<file path="config.mk">
export PLATFORM = sky130hd
export DESIGN_NAME = pwm_gen_flat
export DESIGN_NICKNAME = d
export VERILOG_FILES = /design/src/rtl/pwm_gen_pkg.sv /design/src/rtl/pwm_gen_if.sv /design/src/rtl/pwm_gen.sv /design/src/flat_wrapper.sv
export SDC_FILE = /design/constraint.sdc
export NUM_CORES = 1
export LEC_CHECK = 0
export CAP_MARGIN = 30
export CORE_UTILIZATION = 33
export CTS_BUF_LIST = sky130_fd_sc_hd__clkbuf_4 sky130_fd_sc_hd__clkbuf_8
export CTS_CLUSTER_DIAMETER = 100
export DETAILED_ROUTE_END_ITERATION = 10
export PLACE_DENSITY = 0.6
export SLEW_MARGIN = 40
export SYNTH_ARGS = -nofsm -noshare
export SYNTH_HDL_FRONTEND = slang
export SYNTH_SLANG_ARGS = --single-unit
</file>
<file path="constraint.sdc">
create_clock -name clk_i -period 4.3 [get_ports clk_i]
set_input_delay 0.43 -clock clk_i [delete_from_list [all_inputs] [get_ports clk_i]]
set_output_delay 0.43 -clock clk_i [all_outputs]
set_load 0.005 [all_outputs]
</file>
<file path="src/rtl/pwm_gen_pkg.sv">
// ---------------------------------------------------------------------------
// pwm_gen_pkg
//   Shared constants for the oscillator mixer PWM output stage.
//   OSC_VOICES   number of oscillator voices feeding the mixer
//   OSC_CNT_BW   width needed to hold a voice count 0..OSC_VOICES
//   PWM_BW_DEF   default PWM counter width (max period 2**PWM_BW_DEF-1)
//   popcount()   number of set bits in a 32-bit word
// ---------------------------------------------------------------------------
package pwm_gen_pkg;

    localparam int OSC_VOICES = 7;
    localparam int OSC_CNT_BW = $clog2(OSC_VOICES + 1);
    localparam int PWM_BW_DEF = 3;

    function automatic int unsigned popcount(input logic [31:0] w);
        int unsigned n;
        n = 0;
        for (int i = 0; i < 32; i++) begin
            n = n + {31'b0, w[i]};
        end
        return n;
    endfunction

endpackage : pwm_gen_pkg

</file>
<file path="src/rtl/pwm_gen_if.sv">
// ---------------------------------------------------------------------------
// pwm_gen_if
//   Bundles the duty-cycle request and the PWM stream of one generator.
//   onCnt_i      high cycles per period (duty numerator)
//   periodCnt_i  period length in clock cycles (duty denominator)
//   pwm_o        registered PWM stream
//   master : the integrator side (drives the duty request, reads the stream)
//   slave  : the generator side
//   There is no handshake: the request is level-sampled by the generator
//   only at period boundaries, so the master may change it at any time.
// ---------------------------------------------------------------------------
interface pwm_gen_if
    import pwm_gen_pkg::*;
#(
    parameter int PWM_BW = PWM_BW_DEF
) ();

    logic [PWM_BW-1:0] onCnt_i;
    logic [PWM_BW-1:0] periodCnt_i;
    logic              pwm_o;

    modport master (
        output onCnt_i,
        output periodCnt_i,
        input  pwm_o
    );

    modport slave (
        input  onCnt_i,
        input  periodCnt_i,
        output pwm_o
    );

endinterface : pwm_gen_if

</file>
<file path="src/rtl/pwm_gen.sv">
// ---------------------------------------------------------------------------
// pwm_gen
//   Counter-based PWM generator. Emits a 1-bit stream that is high for
//   min(on,period) cycles at the start of every period of `period` cycles.
//   clk_i    single system clock, rising edge
//   nrst_i   synchronous active-low reset
//   pwm_bus  pwm_gen_if.slave: onCnt_i, periodCnt_i in; pwm_o out
//
//   The duty request is copied into shadow registers only when the counter
//   wraps, so mid-period changes never truncate or glitch a period. The
//   output is registered from the counter state: no combinational path from
//   the request inputs to pwm_o. A zero period keeps the output low and
//   retries the shadow load on every cycle.
// ---------------------------------------------------------------------------
module pwm_gen
    import pwm_gen_pkg::*;
#(
    parameter int PWM_BW = PWM_BW_DEF
) (
    input  logic         clk_i,
    input  logic         nrst_i,
    pwm_gen_if.slave     pwm_bus
);

    localparam logic [PWM_BW-1:0] ONE  = PWM_BW'(1);
    localparam logic [PWM_BW-1:0] ZERO = '0;

    logic [PWM_BW-1:0] r_cnt;
    logic [PWM_BW-1:0] r_on;
    logic [PWM_BW-1:0] r_per;
    logic              r_pwm;
    logic              w_wrap;

    // r_per-1 underflows when r_per==0; the first term covers that case.
    always_comb begin
        w_wrap = (r_per == ZERO) || (r_cnt >= (r_per - ONE));
    end

    always_ff @(posedge clk_i) begin
        if (!nrst_i) begin
            r_cnt <= ZERO;
            r_on  <= ZERO;
            r_per <= ZERO;
            r_pwm <= 1'b0;
        end else begin
            if (w_wrap) begin
                r_cnt <= ZERO;
                r_on  <= pwm_bus.onCnt_i;
                r_per <= pwm_bus.periodCnt_i;
            end else begin
                r_cnt <= r_cnt + ONE;
            end
            r_pwm <= (r_per != ZERO) && (r_cnt < r_on);
        end
    end

    assign pwm_bus.pwm_o = r_pwm;

endmodule : pwm_gen

</file>
<file path="src/flat_wrapper.sv">
// flat-port wrapper written by rule: the top's interface ports become plain ports
module pwm_gen_flat import pwm_gen_pkg::*;
#(
    parameter int PWM_BW = PWM_BW_DEF
)
  (clk_i, nrst_i, pwm_bus_onCnt_i, pwm_bus_periodCnt_i, pwm_bus_pwm_o);
  pwm_gen_if #(.PWM_BW(PWM_BW)) pwm_bus_i ();
  input  logic clk_i;
  input  logic nrst_i;
  input wire logic [$bits(pwm_bus_i.onCnt_i)-1:0] pwm_bus_onCnt_i;
  input wire logic [$bits(pwm_bus_i.periodCnt_i)-1:0] pwm_bus_periodCnt_i;
  output wire logic [$bits(pwm_bus_i.pwm_o)-1:0] pwm_bus_pwm_o;
  assign pwm_bus_i.onCnt_i = pwm_bus_onCnt_i;
  assign pwm_bus_i.periodCnt_i = pwm_bus_periodCnt_i;
  assign pwm_bus_pwm_o = pwm_bus_i.pwm_o;
  pwm_gen #(.PWM_BW(PWM_BW)) u_core (.clk_i(clk_i), .nrst_i(nrst_i), .pwm_bus(pwm_bus_i));
endmodule
</file>
==> flow_summary.yaml <==
detailed_routing:
  num_vias: 377
  drtIter0Drc: 0
  vias_per_cell: 4.65
  first_pass_iters: 1
  ant_nets: 0
  drc: 0
  wl_um: 781
  wl_per_cell_um: 9.64
floorplan:
  initial_core_util: 0.377
  design.core.area_um2: 1380
  chipHeight_um: 41.8
  die-area_um2: 1740
  io_pins: 9
  die_w_um: 41.8
  rows: 13
worst_hold_path:
  whs_endpoint: "u_core.r_per[2]"
  hold_depth: 2
  hp-class: "reg -> reg"
  min_from: "u_core.r_per[2]"
timing:
  layout_setup_ws_ps: 2150
  final.min_clock_period_ps: 2150
  slew_headroom: 0.671
  setup_viol: 0
  slew_violations: 0
  grt_setup_unrepaired: "no"
  final.setup_skew_ps: 1.95
  hold_ws_ps: 459
  period_share: 0.500
  worst_pin_slew_ps: 491
  fin_setup_tns_ps: 0
  fmax_mhz: 465
  hold_viol_final: 0
yosys:
  yosys.area_share.adder: 0.192
  async_flop_share: 0
  synth_xor_area_frac: 0.0168
  yosys-mux-area-fraction: 0.115
  synth.largest_area_cell: "dfxtp_1"
  netlist_instances: 55
  ys_ff_latch: 10
  synth_edf_count: 0
  avgSynthCellArea_um2: 9.49
  netlist_area_um2: 522
  yosysMostFrequentCell: "nand2_1"
  synthFlopType: "dfxtp_1"
  ys_types: 14
  ys_seq_area_frac: 0.384
  synth_compound_area_frac: 0.0815
  yosysTopAreaCellShare: 0.384
  yosys.area_share.simple: 0.161
  synth_nets: 71
  synthTopCellsByCount: "nand2_1 (13), dfxtp_1 (10), ha_1 (8)"
  yosys_warnings: 0
  synth_top_family_by_area: "adder cells"
  synthTopCellsByArea: "dfxtp_1 (38%), ha_1 (19%), mux2i_1 (12%)"
global_routing:
  overflow: 0
  groute.usage.overall: 0.108
  grt_pass1_wl_um: 1390
  grt_pass1_vias: 341
  antenna_found_initial: 0
  grt_max_degree: 17
cts:
  postCtsHoldBufs: 0
  cts_setup_buffers: 0
  clk_pin_slew_ps: 70
  cts_resized: 0
  clk_latency_ps: 270
  cts_max_path_buffers: 2
  cts.sink_count: 10
  cts-htree-levels: 1
  root_buffer: "clkbuf_4"
  cts_tree: "built"
  cts_buffers: 3
critical_path:
  critPathCaptureType: "flop"
  path_class: "reg -> reg"
  reg2reg_to: "u_core.r_per[0]"
  critical_path_arrival_ps: 2350
  reg2reg_slack_ps: 2150
  crit_required_ps: 4500
  cp_max_fo: 9
  reg2reg_depth: 7
  timing.rr.start: "u_core.r_per[0]"
  start_kind: "flop"
status:
  status: "finished, final reports clean"
finish:
  area_delta_synth_final_pct: 25.2
  finalNetCount: 83
  stdcell_area_um2: 653
  drive_above_1_share: 0.0758
  antenna_cells: 0
power_and_ir_drop:
  ir_worst_vdd_v: 0.000311
  cellPowerDensity_nw_per_um2: 748
  leakagePower_uw: 0.000315
place:
  placed_cell_area_um2: 617
  post-place-ws_ps: 2150
  io_buffers: 8
  gp_congestion: 0.680
  place_hpwl_um: 582
job:
  drv_cap: 0
==> cell families (layout without fill, tap and decap cells) <==
family	after synthesis	after routing
AOI/OAI and AO/OA	4	4
buffers and inverters	7	18
DFF	10	10
adders and majority gates	8	8
muxes	6	6
and+or+nand+nor	19	19
xor gates and xnor gates	1	1
==> how the worst max path moves through the flow <==
stage | from | to | cells after the start
floorplan | u_core.r_per[0] | u_core.r_on[0] | 7
global placement | u_core.r_per[0] | u_core.r_per[0] | 7
detailed placement | u_core.r_per[0] | u_core.r_per[0] | 7
CTS | u_core.r_per[0] | u_core.r_per[0] | 7
global route | u_core.r_per[0] | u_core.r_per[2] | 7
finish | u_core.r_per[0] | u_core.r_per[0] | 7
==> flip-flops by register name, summed over array words and instances (netlist names) <==
register	flops
u_core.r_cnt	3
u_core.r_on	3
u_core.r_per	3
u_core.pwm_bus.pwm_o	1
==> worst max-delay path, cell delays in order, from the launching register on <==
cell     delay, ps
dfxtp_1        330
inv_1           60
ha_1           190
ha_1           270
ha_1           320
a211o_1        330
a31oi_4        350
mux2i_1        230
==> layout make-up <==
class                      count  area [µm²]
clock buffer                   4        36.3
inverter                       6        22.5
sequential                    10         200
multi-input combinational     38         295
fill                         141         729
timing repair buffer           8        80.1
tap                           15        18.8
==> through the flow <==
step                      instances  power (µW)  utilization
after floorplan                  55         356            -
after global placement           77         405        0.446
after detailed placement         77         410        0.446
after CTS                        81         500        0.472
after global routing             81         539        0.472
final                            81         488        0.472
==> layer usage <==
layer	GRT usage	vias to the layer above	wire (µm)
met4	0.0387	0	10
li1	-	204	-
met3	0.0783	3	43
met5	0	-	0
met1	0.123	163	401
met2	0.153	7	325
==> power by group <==
part	switching [µW]	total (µW)	internal, µW	leakage [µW]
Combinational	128	255	126	0.000212
Clock	33.4	84.8	51.5	0.0000210
Sequential	17.4	149	132	0.0000823
==> placed cells by master (no fill, tap or decap), drive strengths merged <==
| cell type | count |
|---|---|
| nand2 | 13 |
| dfxtp | 10 |
| ha | 8 |
| clkdlybuf4s50 | 8 |
| inv | 6 |
| mux2i | 6 |
| clkbuf | 4 |
| and3 | 3 |
| nand2b | 2 |
| a21o | 1 |
| nor2 | 1 |
| a21oi | 1 |
| a211o | 1 |
| a31oi | 1 |
| xor2 | 1 |
Power figures use the tool's default switching activity.
==> patch, RTL diff (config.mk and constraints unchanged) <==
Set the package constant `PWM_BW_DEF` to 4 (it was 3).
--- a/src/rtl/pwm_gen_pkg.sv
+++ b/src/rtl/pwm_gen_pkg.sv
@@ -10,7 +10,7 @@
 
     localparam int OSC_VOICES = 7;
     localparam int OSC_CNT_BW = $clog2(OSC_VOICES + 1);
-    localparam int PWM_BW_DEF = 3;
+    localparam int PWM_BW_DEF = 4;
 
     function automatic int unsigned popcount(input logic [31:0] w);
         int unsigned n;
Interface: changed (resized pwm_bus_onCnt_i and pwm_bus_periodCnt_i); port bits go from 9 to 11. No check against the original RTL was run, so the function may have changed too.
==> patch against the unedited design <==
First-iteration DRC count grew 3. Sequential cell count grew 3. Final area grew 30%. Routed wire length grew 49%. Worst setup slack gained 210 ps. Power shrank 6.1%. Global-route usage grew 1.2 points. Area after synthesis grew 36%. Critical path depth is the same.
==> patch: results (changes against the unedited design) <==
synth top area cells dfxtp_1 37%, ha_1 16%, mux2i_1 11%, nand2_1 9.0%, inv_1 3.7%; Worst Path Arrival 2150 ps (-200 ps); Synth top cells by count 17 x nand2_1, 13 x dfxtp_1, 9 x ha_1; first drt pass iteration count 2 (+1); Tot GR Track Use 12.0% (+1.2 points); Fill cells 216 (+53%); post-synthesis mux area share 11.3% (-0.24 points); met3 wire length 42 um (-2.3%); synthesis-to-finish area growth 19.2%; I/O Buffers 10 (+2); placed cell areas 817 um^2 (+32%); vias 525 (+39%); Compound-Gate Fraction of Synth Area 4.05% (-4.1 points); wl on met1 565 um (+41%); Lkg Pwr 0.391 nW (+24%); Sw Share 34.6% (-2.0 points); Initial DRC Count 3 (+3); Seq/Total Area, Yosys 36.6% (-1.7 points); Final Instance Count excl. Fillers 116 (+43%); Place WS 2340 ps (+199 ps); biggest regs u_core.r_cnt (4), u_core.r_on (4), u_core.r_per (4); Net count, final 109 (+31%); count of different cell masters after synthesis 20 (+6); Slew @ Worst Pin 680 ps (+188 ps); grt met3 use 4.72% (-3.1 points); first-pass GRT wire length 2060 um (+48%); critical path peak fanout 12 (+3); outcome complete, no violations
patch: cell types whose count changed after synthesis, moves of 2 or more:
cell / unedited run / this run
nand2b_1: 2 / 0
nor2_1: 1 / 3
dfxtp_1: 10 / 13
xnor2_1: 0 / 3
mux2i_1: 6 / 8
o21ai_0: 0 / 2
and3_2: 0 / 2
nand2_1: 13 / 17
patch: final cells by class:
cell class / count / area [um^2] / area share, %
Tap cell: 27 / 33.8 / 3.99
Inverter: 7 / 26.3 / 3.10
Timing Repair Buffer: 10 / 100 / 11.8
Multi-Input combinational cell: 55 / 397 / 46.8
Clock buffer: 4 / 30.0 / 3.55
Sequential cell: 13 / 260 / 30.7
patch: kinds of logic (layout without fill, tap and decap cells):
logic type,after synthesis,after routing
AOI/OAI and AO/OA,5,5
xor gates and xnor gates,4,4
adders and majority gates,9,9
buffers and inverters,10,21
DFF,13,13
muxes,8,8
and+or+nand+nor,29,29
patch: power groups by stage:
stage	Clock, mW	Sequential (mW)	Combinational, mW
3_5_place_dp	0	0.180	0.203
6_report	0.0808	0.177	0.201
5_1_grt	0.0940	0.181	0.230
2_1_floorplan	0	0.173	0.193
3_3_place_gp	0	0.179	0.201
4_1_cts	0.0859	0.177	0.204
patch: path summary, 6_finish.rpt:
kind                                                    from                           to  slack [ps]  cells after the start
worst max-delay path            u_core.r_per[0]$_SDFFE_PN0P_  u_core.r_on[2]$_SDFFE_PN0P_        2360                      7
worst min-delay path             u_core.r_on[3]$_SDFFE_PN0P_  u_core.r_on[3]$_SDFFE_PN0P_         460                      2
worst max register to register  u_core.r_per[0]$_SDFFE_PN0P_  u_core.r_on[2]$_SDFFE_PN0P_        2360                      7
worst min register to register   u_core.r_on[3]$_SDFFE_PN0P_  u_core.r_on[3]$_SDFFE_PN0P_         460                      2
